==> src/rtl/stream_demux_1to2.sv <==
// Packet-aware 1-to-2 stream demultiplexer with a one-entry registered stage per output.
// Optional macro STREAM_DEMUX_CNT_EN adds saturating per-output packet counters.
module stream_demux_1to2 #(
    parameter int DW = 8
) (
    input  logic          clk,
    input  logic          rst_n,
    input  logic          s0,
    input  logic          in_valid,
    output logic          in_ready,
    input  logic [DW-1:0] in_data,
    input  logic          in_last,
    output logic          out0_valid,
    input  logic          out0_ready,
    output logic [DW-1:0] out0_data,
    output logic          out0_last,
    output logic          out1_valid,
    input  logic          out1_ready,
    output logic [DW-1:0] out1_data,
    output logic          out1_last
`ifdef STREAM_DEMUX_CNT_EN
    ,
    output logic [15:0]   pkt_cnt0,
    output logic [15:0]   pkt_cnt1
`endif
);

    typedef enum logic [1:0] {
        IDLE   = 2'd0,
        ROUTE0 = 2'd1,
        ROUTE1 = 2'd2
    } state_t;

    state_t        state_r;
    state_t        state_s;
    logic          target_s;
    logic          in_ready_s;
    logic          accept_s;
    logic          load0_s;
    logic          load1_s;

    logic          out0_valid_r;
    logic [DW-1:0] out0_data_r;
    logic          out0_last_r;
    logic          out1_valid_r;
    logic [DW-1:0] out1_data_r;
    logic          out1_last_r;

    // Select the target stage: s0 only matters on a packet's first beat.
    always_comb begin
        target_s = 1'b0;
        case (state_r)
            IDLE:    target_s = s0;
            ROUTE0:  target_s = 1'b0;
            ROUTE1:  target_s = 1'b1;
            default: target_s = 1'b0;
        endcase
    end

    // Ready depends only on the target stage, so the idle output never stalls input.
    always_comb begin
        in_ready_s = 1'b0;
        if (target_s) begin
            in_ready_s = ~out1_valid_r | out1_ready;
        end else begin
            in_ready_s = ~out0_valid_r | out0_ready;
        end
    end

    assign accept_s = in_valid & in_ready_s;
    assign load0_s  = accept_s & ~target_s;
    assign load1_s  = accept_s &  target_s;

    // Next-state: a non-last beat locks the route until the last beat is accepted.
    always_comb begin
        state_s = state_r;
        if (accept_s) begin
            if (in_last) begin
                state_s = IDLE;
            end else if (target_s) begin
                state_s = ROUTE1;
            end else begin
                state_s = ROUTE0;
            end
        end else begin
            state_s = state_r;
        end
    end

    // State register.
    always_ff @(posedge clk or negedge rst_n) begin
        if (!rst_n) begin
            state_r <= IDLE;
        end else begin
            state_r <= state_s;
        end
    end

    // Output stage 0: load wins over drain so back-to-back beats keep valid high.
    always_ff @(posedge clk or negedge rst_n) begin
        if (!rst_n) begin
            out0_valid_r <= 1'b0;
            out0_data_r  <= {DW{1'b0}};
            out0_last_r  <= 1'b0;
        end else if (load0_s) begin
            out0_valid_r <= 1'b1;
            out0_data_r  <= in_data;
            out0_last_r  <= in_last;
        end else if (out0_valid_r && out0_ready) begin
            out0_valid_r <= 1'b0;
        end else begin
            out0_valid_r <= out0_valid_r;
        end
    end

    // Output stage 1: same structure as stage 0.
    always_ff @(posedge clk or negedge rst_n) begin
        if (!rst_n) begin
            out1_valid_r <= 1'b0;
            out1_data_r  <= {DW{1'b0}};
            out1_last_r  <= 1'b0;
        end else if (load1_s) begin
            out1_valid_r <= 1'b1;
            out1_data_r  <= in_data;
            out1_last_r  <= in_last;
        end else if (out1_valid_r && out1_ready) begin
            out1_valid_r <= 1'b0;
        end else begin
            out1_valid_r <= out1_valid_r;
        end
    end

    assign in_ready   = in_ready_s;
    assign out0_valid = out0_valid_r;
    assign out0_data  = out0_data_r;
    assign out0_last  = out0_last_r;
    assign out1_valid = out1_valid_r;
    assign out1_data  = out1_data_r;
    assign out1_last  = out1_last_r;

`ifdef STREAM_DEMUX_CNT_EN
    logic [15:0] pkt_cnt0_r;
    logic [15:0] pkt_cnt1_r;

    // Count packets leaving each output, saturating at all-ones.
    always_ff @(posedge clk or negedge rst_n) begin
        if (!rst_n) begin
            pkt_cnt0_r <= 16'd0;
            pkt_cnt1_r <= 16'd0;
        end else begin
            if (out0_valid_r && out0_ready && out0_last_r && (pkt_cnt0_r != 16'hFFFF)) begin
                pkt_cnt0_r <= pkt_cnt0_r + 16'd1;
            end
            if (out1_valid_r && out1_ready && out1_last_r && (pkt_cnt1_r != 16'hFFFF)) begin
                pkt_cnt1_r <= pkt_cnt1_r + 16'd1;
            end
        end
    end

    assign pkt_cnt0 = pkt_cnt0_r;
    assign pkt_cnt1 = pkt_cnt1_r;
`endif

endmodule

==> config.mk <==
export PLATFORM = sky130hd
export DESIGN_NAME = stream_demux_1to2
export DESIGN_NICKNAME = d
export VERILOG_FILES = /design/src/rtl/stream_demux_1to2.sv
export SDC_FILE = /design/constraint.sdc
export NUM_CORES = 1
export LEC_CHECK = 0
export BUFFER_PORTS_ARGS = -buffer_cell sky130_fd_sc_hd__clkbuf_2
export CORE_AREA = 2 2 51 53
export DETAILED_ROUTE_END_ITERATION = 10
export DIE_AREA = 0 0 53 55
export PLACE_DENSITY = 0.7
export SLEW_MARGIN = 20
export SYNTH_ARGS = -nofsm -noshare
export SYNTH_HDL_FRONTEND = slang
export SYNTH_SLANG_ARGS = --single-unit
==> constraint.sdc <==
create_clock -name clk -period 1.28 [get_ports clk]
set_input_delay 0.256 -clock clk [delete_from_list [all_inputs] [get_ports clk]]
set_output_delay 0.256 -clock clk [all_outputs]
set_load 0.005 [all_outputs]
Word-level counts from Yosys, hierarchy flattened
Cells that the tools add are included.
{"block": "op_classes", "n_eq_ne": 1, "div": 0, "add_sub_neg": 0, "multipliers": 0, "mux": 8, "n_reduce_logical": 5, "bitwise_logic": 8, "n_lt_le_gt_ge": 0, "n_shift": 0}
{"operator": "$mux W1", "count": 5}
{"operator": "$mux W2", "count": 2}
{"operator": "$reduce_bool A2 Y1", "count": 2}
{"operator": "$and A1 B1 Y1", "count": 3}
{"operator": "$not A1 Y1", "count": 3}
{"operator": "$eq A2 B2 Y1 const B", "count": 1}
{"operator": "$logic_and A1 B1 Y1", "count": 2}
{"operator": "$logic_not A2 Y1", "count": 1}
{"operator": "$or A1 B1 Y1", "count": 2}
{"operator": "$pmux W1 S2", "count": 1}
{"block": "word_totals", "reg_bits": 22, "mem_bits_ro": 0, "latchBits": 0, "in_bits": 15, "memories": 0, "elab_cells": 29, "output_inout_bits": 21, "ramBits": 0}

Depth between registers and ports, before layout
Gate-level depths: netlist (run 1).
{"block": "depth", "depth_word": 6, "depth_mapped": 4}

Worst setup path before layout (run 1)
No wires, ideal clock.
{"block": "synth_path", "path_type": "reg-to-reg", "start": "register out0_valid_r (netlist: out0_valid)", "end": "register out0_data_r[0] (netlist: out0_data[0])", "setup_ps": 125, "path_buffers": 1, "arrival_time_ps": 1210, "path_slack_ps": -55, "synth_period_minus_slack_ps": 1335, "stages_incl_launch_ff": 5, "path_cell_list": "dfrtp_1 -> or2b_2 -> nand3_2 -> buf_6 -> mux2_4"}
{"block": "synth_via", "elab_chain_len": 5}
{"element": "from (decl)", "line": "42", "text": "logic out0_valid_r;"}
{"element": "from (signal assigned)", "line": "112", "text": "out0_valid_r <= out0_valid_r;"}
{"element": "$not A1 Y1", "line": "66", "text": "in_ready_s = ~out0_valid_r | out0_ready;"}
{"element": "$or A1 B1 Y1", "line": "66"}
{"element": "$mux W1", "line": "63", "text": "if (target_s) begin"}
{"element": "$and A1 B1 Y1", "line": "70", "text": "assign accept_s = in_valid & in_ready_s;"}
{"element": "$and A1 B1 Y1", "line": "71", "text": "assign load0_s = accept_s & ~target_s;"}
{"element": "to (signal assigned)", "line": "103", "text": "out0_data_r <= {DW{1'b0}};"}
{"element": "to (signal assigned)", "line": "107", "text": "out0_data_r <= in_data;"}
{"element": "to (decl)", "line": "43", "text": "logic [DW-1:0] out0_data_r;"}
No other way between the ends.
A chain may end at the register's enable or synchronous reset.

Worst setup path in the final report (run 1)
{"block": "layout_path", "start": "register state_r[0]", "end": "output in_ready"}
{"block": "layout_via", "elab_chain_len": 3, "elab_cells_between_ends": 4, "classes_between": "eq/ne: 1; mux: 2; reduce/logical: 1"}
{"element": "from (decl)", "line": "34", "text": "state_t state_r;"}
{"element": "from (signal assigned)", "line": "95", "text": "state_r <= state_s;"}
{"element": "$eq A2 B2 Y1 / $logic_not A2 Y1 (equally long branches)", "line": "52", "text": "case (state_r)"}
{"element": "$pmux W1 S2 (*)", "line": "52"}
{"element": "$mux W1 (*)", "line": "63"}
{"element": "to (decl)", "line": "10", "text": "output logic in_ready,"}
Every way passes the cells marked *; elsewhere a longest branch is shown, timed or not.

==> flow_metrics.tcl, run 1 <==
set metrics [dict create \
    vias 670 \
    min_path_type "in -> reg" \
    hold_start "in_data[7]" \
    leakagePower_nw 0.718 \
    status "finished, violations left" \
    syn-num-nets 72 \
    synth_seq_area_share_pct 59.1 \
    hold_ws_ns 0.187 \
    internal_power_mw 2.19 \
    final_cell_mix "35 x clkbuf_2, 22 x dfrtp_1, 18 x mux2_4" \
    grt_usage_pct 15.2 \
    htree_levels 1 \
    final_common_cell "clkbuf_2" \
    finalSetupViolCount 20 \
    r2r_slack_ns -0.11 \
    endpoint_kind "output pin" \
    p_per_area_mw_per_mm2 2220 \
    synthCells 57 \
    finalCritPeriodShare_pct 120 \
    finalMaxSlewViolations 0 \
    layout-drive-gt1-share_pct 70.4 \
    drc 0 \
    maxCapViolCount 0 \
    first_pass_iters 4 \
    cts_inserted_buffers 3 \
    met3_usage_pct 4.03 \
    crit_chain "o21bai_4 > mux2_4 > clkbuf_2" \
    grt_pass1_wl_um 3190 \
    grt.met1_usage_pct 19.0 \
    clk_pin_slew_ns 0.12 \
    diodes 0 \
    clockPowerShare_pct 17.1 \
    core_area_mm2 0.00236 \
    clock_latency_ns 0.30 \
    critPathBufInv 1 \
    cts_buffer_depth 2 \
    fill_cells 212 \
    dieArea_mm2 0.00292 \
    grt_pass1_vias 694 \
    worst_pin_slew_ns 0.542 \
    post-dp-hpwl_um 1320 \
    timing.fmax_mhz 649 \
    start_util_pct 39.4 \
    place_area_mm2 0.00117 \
    whs_path_depth 2 \
    instances_no_fill 138 \
    cp-start-kind "register" \
    finalPower_mw 3.03 \
    hold_end "out0_data[7]$_DFFE_PN0P_" \
    fin_area_mm2 0.00137 \
    finalCriticalPeriod_ns 1.54 \
    slowest_stage "dfrtp_1" \
    synth-seq-cells 22 \
    synth_edf_count 0 \
    pwr-share-seq_pct 40.2 \
    use_met2_pct 26.3 \
    ys.flop_type "dfrtp_1" \
    drt_iter0_drc 3 \
    pin_count 36 \
    die_x_um 53 \
    sw_frac_of_total_pct 28.0 \
    drt_wl_total_um 1880 \
    yosys-top-cells-area "dfrtp_1 59%, mux2_2 13%, mux2_4 13%" \
    setup_ws_ns -0.261 \
    viasPerCell 4.86 \
    path_class "reg -> out" \
    pwr-share-comb_pct 42.7 \
    p_sw_mw 0.848 \
    wl_per_cell_um 13.6 \
    avgSynthCellArea_um2 16.3 \
    grt_setup_unrepaired "yes" \
    clock_skew_ns 0.00878 \
    cp.required_ns 1.02 \
    die_h_um 55 \
    synth_cell_types 17 \
    cts_root_buffer "clkbuf_4" \
    netlist_area_um2 931 \
    crit_fanout 2 \
    grt_busiest_layer "met2" \
    synth.yosys.warnings 0 \
    ir_worst_vdd_uv 1290 \
    async_flop_share_pct 100 \
    worst-r2r-cell-count 5 \
    hold_viol_final 0 \
    slowest_delay_ns 0.41 \
    syn2layout_area_growth_pct 47.0 \
    numPortBuffers 35 \
    max-slew-margin-rel_pct 63.9 \
    dp.cells 126 \
    critPathArrivalTime_ns 1.29 \
    timing.rr.end "out0_data[5]$_DFFE_PN0P_" \
    nNetsFinal 124 \
    antenna_found_initial 0 \
    gp_congestion 0.726 \
    r2r_start "out0_valid$_DFFE_PN0P_" \
    cts_tree "built" \
    grt_max_degree 23 \
    cp_top_family "flip-flops" \
    postRouteAntennaNets 0 \
    cts_sinks 22 \
    pre_cts_ws_ns -0.0545 \
    fp-row-count 18 \
    violations "negative setup slack" \
    synth_top_area_share_pct 59.1 \
    overflow 0 \
    synth_top_area_cell "dfrtp_1" \
]
[power groups by stage]
| stage | combinational, mW | sequential (mW) | clock, mW |
|---|---|---|---|
| final | 1.29 | 1.22 | 0.520 |
| after global routing | 1.40 | 1.26 | 0.562 |
| after CTS | 1.29 | 1.21 | 0.539 |
| after detailed placement | 1.03 | 1.22 | 0 |
| after global placement | 1.01 | 1.21 | 0 |
| after floorplan | 0.540 | 1.24 | 0 |
[cell usage after synthesis, types with 2 or more instances]
cell type and instances:
nand2_1 2, mux2_2 11, inv_1 2, mux2_4 8, dfrtp_1 22
[per-layer routing]
layer	up-vias	routed length [µm]
met4	0	0
met2	22	960
met1	340	797
li1	308	-
met5	-	0
met3	0	125
[per-stage QoR]
step | TNS, ns | utilization [%]
floorplan | 0 | -
global placement | -0.357 | 49.6
detailed placement | -0.669 | 49.6
CTS | -1.63 | 57.2
global route | -2.42 | 57.9
finish | -1.57 | 57.9
[logic make-up after synthesis]
family                 synth area share [%]
flip-flops                             59.1
multiplexers                           26.2
AO/OA/AOI/OAI                          8.20
AND/OR/NAND/NOR                        4.44
buffers and inverters                  2.02
[area by class of cell]
class                      count  area (µm²)  area share [%]
clock buffer                   3        22.5            1.65
clock inverter                 1        30.0            2.19
inverter                       2        10.0           0.731
multi-input combinational     32         424            31.0
sequential                    22         551            40.2
tap                           30        37.5            2.74
timing repair buffer          48         294            21.5
[sequential cells by signal, summed over array words and instances (netlist names)]
name / cells
out1_last: 1
state_r: 2
out1_data: 8
out0_last: 1
out0_valid: 1
out1_valid: 1
out0_data: 8
[how the worst max path moves through the flow]
stage,start,end,slack [ns],depth (start not counted)
after floorplan,out0_valid$_DFFE_PN0P_,out0_data[0]$_DFFE_PN0P_,0.006,4
after global placement,state_r[1]$_DFFE_PN0N_,in_ready,-0.03,3
after detailed placement,state_r[1]$_DFFE_PN0N_,out1_data[6]$_DFFE_PN0P_,-0.05,2
after CTS,state_r[0]$_DFFE_PN0N_,in_ready,-0.28,3
after global routing,state_r[0]$_DFFE_PN0N_,in_ready,-0.32,3
final,state_r[0]$_DFFE_PN0N_,in_ready,-0.26,3
[repair_timing]
item / CTS / global route
endpoints found under the hold margin: 22 / 0
pin swaps: 3 / 1
setup endpoints to repair: 19 / 20
buffers inserted: 6 / 2
hold buffers: 1 / 0
gates cloned: 0 / 0
gates resized for setup: 19 / 1
(Power assumes the default switching activity.)
==> inputs of run 2 (changes only) <==
--- a/config.mk
+++ b/config.mk
@@ -6,10 +6,13 @@
 export NUM_CORES = 1
 export LEC_CHECK = 0
 export BUFFER_PORTS_ARGS = -buffer_cell sky130_fd_sc_hd__clkbuf_2
-export CORE_AREA = 2 2 51 53
+export CELL_PAD_IN_SITES_DETAIL_PLACEMENT = 0
+export CELL_PAD_IN_SITES_GLOBAL_PLACEMENT = 2
+export CORE_AREA = 2 2 60 62
+export CTS_BUF_LIST = sky130_fd_sc_hd__clkbuf_4 sky130_fd_sc_hd__clkbuf_8
 export DETAILED_ROUTE_END_ITERATION = 10
-export DIE_AREA = 0 0 53 55
-export PLACE_DENSITY = 0.7
+export DIE_AREA = 0 0 62 64
+export PLACE_DENSITY_LB_ADDON = 0.1
 export SLEW_MARGIN = 20
 export SYNTH_ARGS = -nofsm -noshare
 export SYNTH_HDL_FRONTEND = slang
==> run 2 against run 1 <==
Against the previous run:
- the flow still finishes with violations (negative setup slack)
- sequential power about the same
- power about the same
- non-clock buffer count decreased by 2
- clock skew increased by 0.0068 ns
- wire length increased by 6.9%
- cell count increased by 10%
- die area increased by 36%
- critical endpoint unchanged
- highest routed layer is now met4
==> flow_metrics.tcl, run 2 (same netlist as run 1, synthesis figures left out) <==
set metrics [dict create \
    status "finished, violations left" \
    violations "negative setup slack" \
    core_area_mm2 0.00328 \
    cts_root_buffer "clkbuf_4" \
    endpoint_kind "output pin" \
    layout-drive-gt1-share_pct 68.9 \
    crit_start "state_r[0]$_DFFE_PN0N_" \
    maxCapViolCount 0 \
    grt_pass1_wl_um 3270 \
    critPathBufInv 1 \
    clock_latency_ns 0.31 \
    grt_busiest_layer "met1" \
    clock_skew_ns 0.0156 \
    grt.met1_usage_pct 16.6 \
    path_class "reg -> out" \
    antenna_found_initial 0 \
    crit_chain "o21bai_4 > mux2_4 > clkbuf_2" \
    max-slew-margin-rel_pct 63.0 \
    min_path_type "in -> reg" \
    nNetsFinal 122 \
    cp_top_family "flip-flops" \
    clk_pin_slew_ns 0.13 \
    grt_pass1_vias 682 \
    met3_usage_pct 2.43 \
    start_util_pct 28.3 \
    cts_sinks 22 \
    syn2layout_area_growth_pct 48.4 \
    worst-r2r-cell-count 6 \
    setup_ws_ns -0.268 \
    whs_path_depth 2 \
    hold_end "out0_data[0]$_DFFE_PN0P_" \
    diodes 0 \
    slowest_stage "dfrtp_1" \
    gp_congestion 0.736 \
    hold_viol_final 0 \
    r2r_start "state_r[0]$_DFFE_PN0N_" \
    hold_ws_ns 0.185 \
    finalMaxSlewViolations 0 \
    cp-start-kind "register" \
    first_pass_iters 2 \
    drt_wl_total_um 2010 \
    wl_per_cell_um 13.2 \
    use_met2_pct 15.4 \
    finalCriticalPeriod_ns 1.55 \
    leakagePower_nw 0.714 \
    final_common_cell "clkbuf_2" \
    slowest_delay_ns 0.41 \
    post-dp-hpwl_um 1360 \
    dieArea_mm2 0.00397 \
    cts_tree "built" \
    fp-row-count 21 \
    hold_start "in_data[0]" \
    ir_worst_vdd_uv 886 \
    finalCritPeriodShare_pct 121 \
    drc 0 \
    die_x_um 62 \
    final_cell_mix "35 x clkbuf_2, 22 x dfrtp_1, 19 x mux2_4" \
    timing.fmax_mhz 646 \
    viasPerCell 4.21 \
    timing.rr.end "out0_data[5]$_DFFE_PN0P_" \
    crit_fanout 3 \
    finalSetupViolCount 19 \
    critPathArrivalTime_ns 1.29 \
    p_per_area_mw_per_mm2 2200 \
    numPortBuffers 35 \
    instances_no_fill 152 \
    grt_usage_pct 11.2 \
    die_h_um 64 \
    r2r_slack_ns -0.19 \
    drt_iter0_drc 29 \
    postRouteAntennaNets 0 \
    grt_max_degree 23 \
    pin_count 36 \
    grt_setup_unrepaired "yes" \
    cts_inserted_buffers 3 \
    fill_cells 314 \
    htree_levels 1 \
    cp.required_ns 1.02 \
    worst_pin_slew_ns 0.556 \
    dp.cells 141 \
    overflow 0 \
    vias 640 \
    cts_buffer_depth 2 \
]
==> run 2: area by class of cell <==
cell class	instances	area, µm²	area share, %
sequential	22	551	39.9
multi-input combinational	32	423	30.6
timing repair buffer	46	290	21.0
tap	46	57.6	4.17
clock inverter	1	30.0	2.17
clock buffer	3	22.5	1.63
inverter	2	7.51	0.543
==> run 2: worst max path at each step <==
stage	end	slack [ns]	depth (start not counted)
after global routing	in_ready	-0.33	3
final	in_ready	-0.27	3
after detailed placement	out1_data[0]$_DFFE_PN0P_	-0.09	3
after global placement	out1_data[6]$_DFFE_PN0P_	-0.09	4
after floorplan	out0_data[0]$_DFFE_PN0P_	0.006	4
after CTS	in_ready	-0.29	3
==> run 2: what timing repair did <==
action	CTS	global route
cloned	0	0
buffers inserted	5	1
hold buffers	1	0
resized for setup	21	1
endpoints found under the hold margin	22	0
setup endpoints to repair	19	20
pin swaps	5	1
==> run 2: routing by layer <==
metal  up-vias  wire [µm]
met1       317        979
met3         2        106
met4         0         15
met5         -          0
li1        302          -
met2        19        911
==> run 2: metrics by stage <==
step / total power, mW / instance area [µm²] / utilization (%) / TNS [ns] / worst slack, ns
floorplan: 1.78 / 933 / - / 0 / 0.00599
global placement: 2.25 / 1180 / 36.1 / -1.10 / -0.0852
detailed placement: 2.26 / 1180 / 36.1 / -1.18 / -0.0904
CTS: 3.07 / 1370 / 41.7 / -1.39 / -0.293
global route: 3.25 / 1380 / 42.1 / -3.08 / -0.334
finish: 3.04 / 1380 / 42.1 / -2.22 / -0.268
==> run 2: where the power goes <==
group	switching [mW]	internal, mW	total (mW)
clock network	0.209	0.316	0.525
registers	0.198	1.02	1.22
logic	0.437	0.852	1.29
total	0.844	2.19	3.04
==> inputs of run 3 (changes only) <==
--- a/config.mk
+++ b/config.mk
@@ -5,13 +5,14 @@
 export SDC_FILE = /design/constraint.sdc
 export NUM_CORES = 1
 export LEC_CHECK = 0
+export ABC_AREA = 1
 export BUFFER_PORTS_ARGS = -buffer_cell sky130_fd_sc_hd__clkbuf_2
 export CELL_PAD_IN_SITES_DETAIL_PLACEMENT = 0
 export CELL_PAD_IN_SITES_GLOBAL_PLACEMENT = 2
-export CORE_AREA = 2 2 60 62
+export CORE_AREA = 2 2 66 68
 export CTS_BUF_LIST = sky130_fd_sc_hd__clkbuf_4 sky130_fd_sc_hd__clkbuf_8
 export DETAILED_ROUTE_END_ITERATION = 10
-export DIE_AREA = 0 0 62 64
+export DIE_AREA = 0 0 68 70
 export PLACE_DENSITY_LB_ADDON = 0.1
 export SLEW_MARGIN = 20
 export SYNTH_ARGS = -nofsm -noshare
==> run 3 against run 2 <==
Against the previous run:
- the run still ends with negative setup slack left
- sequential power is 12% lower
- flip-flop and latch count stayed put
- via count is 31% higher
- cell area is 3.4% lower
- first-iteration DRC count is 38% higher
- wire length is 19% higher
- global-route usage is 0.18 points higher
- synthesized area is 3.8% higher
- sequential share of layout area is 1.4 points higher
- largest power group is now sequential cells
==> flow_metrics.tcl, run 3 <==
set metrics [dict create \
    status "finished, violations left" \
    violations "negative setup slack" \
    crit_fanout 4 \
    crit_chain "inv_2 > nand2_4 > nand2_4 > nand2_2 > o21ai_1 > buf_2" \
    place_area_mm2 0.00121 \
    nNetsFinal 167 \
    cts_root_buffer "clkbuf_8" \
    path_class "reg -> out" \
    async_flop_share_pct 100 \
    multi_input_area_um2 347 \
    finalPower_mw 2.53 \
    netlist_area_um2 966 \
    cp.required_ns 1.02 \
    synth_edf_count 0 \
    utilization_pct 32.2 \
    drt_iter0_drc 40 \
    crit_start "state_r[1]$_DFFE_PN0N_" \
    tns_ns -0.0508 \
    synth_cell_types 15 \
    cp-start-kind "register" \
    layout-drive-gt1-share_pct 39.1 \
    synth_top_area_share_pct 57.0 \
    cts_buffer_depth 2 \
    grt_setup_unrepaired "yes" \
    grt_usage_pct 11.4 \
    first_pass_iters 4 \
    hold_end "out0_data[2]$_DFFE_PN0P_" \
    slowest_stage "dfrtp_1" \
    die_h_um 70 \
    clock_skew_ns 0.00442 \
    grt_pass1_wl_um 4010 \
    cts_tree "built" \
    synth_commonest_cells "52 x nand2_1, 22 x dfrtp_1, 10 x nand4_1" \
    hold_start "in_data[2]" \
    synth-seq-cells 22 \
    pin_count 36 \
    post-dp-hpwl_um 1800 \
    fp-row-count 24 \
    worst-r2r-cell-count 8 \
    final_cell_mix "51 x nand2_1, 34 x clkbuf_2, 22 x dfrtp_1" \
    clk_pin_slew_ns 0.08 \
    vias 836 \
    core_area_mm2 0.00414 \
    die_x_um 68 \
    drc 0 \
    p_per_area_mw_per_mm2 1900 \
    numPortBuffers 35 \
    ys.flop_type "dfrtp_1" \
    endpoint_kind "output pin" \
    finalMaxSlewViolations 0 \
    wl_per_cell_um 11.8 \
    antenna_found_initial 0 \
    grt_pass1_vias 806 \
    maxCapViolCount 0 \
    drt_wl_total_um 2390 \
    ir_worst_vdd_uv 587 \
    yosys-top-cells-area "dfrtp_1 57%, nand2_1 20%, nand4_1 6.5%" \
    setup_ws_ns -0.0508 \
    fin_area_mm2 0.00133 \
    overflow 0 \
    worst_pin_slew_ns 0.585 \
    critPathArrivalTime_ns 1.07 \
    htree_levels 1 \
    cts_inserted_buffers 3 \
    clock_latency_ns 0.26 \
    diodes 0 \
    synthCells 108 \
    crit_top_cell "nand2_4" \
    hold_ws_ns 0.211 \
    avgSynthCellArea_um2 8.94 \
    final_common_cell "nand2_1" \
    dp.cells 195 \
    finalSetupViolCount 1 \
    instances_no_fill 203 \
    synth_seq_area_share_pct 57.0 \
    leakagePower_nw 0.748 \
    timing.rr.end "out0_data[0]$_DFFE_PN0P_" \
    r2r_start "state_r[1]$_DFFE_PN0N_" \
    syn-num-nets 123 \
    dieArea_mm2 0.00476 \
    hold_viol_final 0 \
    r2r_slack_ns 0.04 \
    ff_latch_area_um2 551 \
    synth_top_area_cell "dfrtp_1" \
    gp_congestion 0.770 \
    fill_cells 467 \
    grt_max_degree 23 \
    viasPerCell 4.12 \
    timing.fmax_mhz 751 \
    cts_sinks 22 \
    syn2layout_area_growth_pct 38.1 \
    synth.yosys.warnings 0 \
    max-slew-margin-rel_pct 61.0 \
    finalCritPeriodShare_pct 104 \
    finalCriticalPeriod_ns 1.33 \
    slowest_delay_ns 0.39 \
    yosysMostFrequentCell "nand2_1" \
    whs_path_depth 3 \
    pre_cts_ws_ns 0.167 \
    min_path_type "in -> reg" \
    postRouteAntennaNets 0 \
    start_util_pct 23.3 \
]
run 3: cells by family (layout without fill, tap and decap cells):
group / count (synthesis) / after routing / synth area share, %
flip-flops: 22 / 22 / 57.0
AO/OA/AOI/OAI: 2 / 2 / 1.42
buffers and inverters: 14 / 57 / 7.90
AND/OR/NAND/NOR: 70 / 70 / 33.7
run 3: worst max-delay path, delay by kind of cell (launching register included):
family / cells / cell delay [ns]
AND/OR/NAND/NOR: 3 / 0.18
AO/OA/AOI/OAI: 1 / 0.06
buffers and inverters: 2 / 0.19
flip-flops: 1 / 0.39
run 3: power by group:
group / internal (mW) / switching, mW
sequential: 0.937 / 0.131
combinational: 0.390 / 0.423
clock: 0.418 / 0.233
run 3: how the worst max path moves through the flow:
| stage | cells after the start | slack (ns) | end |
|---|---|---|---|
| final | 6 | -0.05 | in_ready |
| after global routing | 6 | -0.14 | in_ready |
| after CTS | 6 | -0.08 | in_ready |
| after detailed placement | 7 | 0.17 | out0_data[7]$_DFFE_PN0P_ |
| after global placement | 6 | 0.17 | out1_data[2]$_DFFE_PN0P_ |
| after floorplan | 7 | 0.28 | out0_data[0]$_DFFE_PN0P_ |
run 3: repair_timing:
action                     in CTS  in global routing
hold buffers                    1                  0
cloned                          0                  0
setup buffers                   2                  1
hold endpoints to repair       22                  0
pin swaps                       1                  4
setup endpoints to repair       1                 10
gates resized for setup         2                  9
run 3: cell type report:
type,count,share of cell area [%]
clock buffers,3,3.10
clock inverters,1,2.25
repair buffers,43,19.3
inverters,10,3.19
flip-flops and latches,22,41.3
multi-input cells,72,26.0
well taps,52,4.88
run 3: per-layer routing:
| metal | share of wire (%) | GRT usage, % |
|---|---|---|
| met5 | 0 | 0 |
| met4 | 1.3 | 5.33 |
| met3 | 6.5 | 2.42 |
| met2 | 45 | 16.2 |
| met1 | 47 | 16.2 |
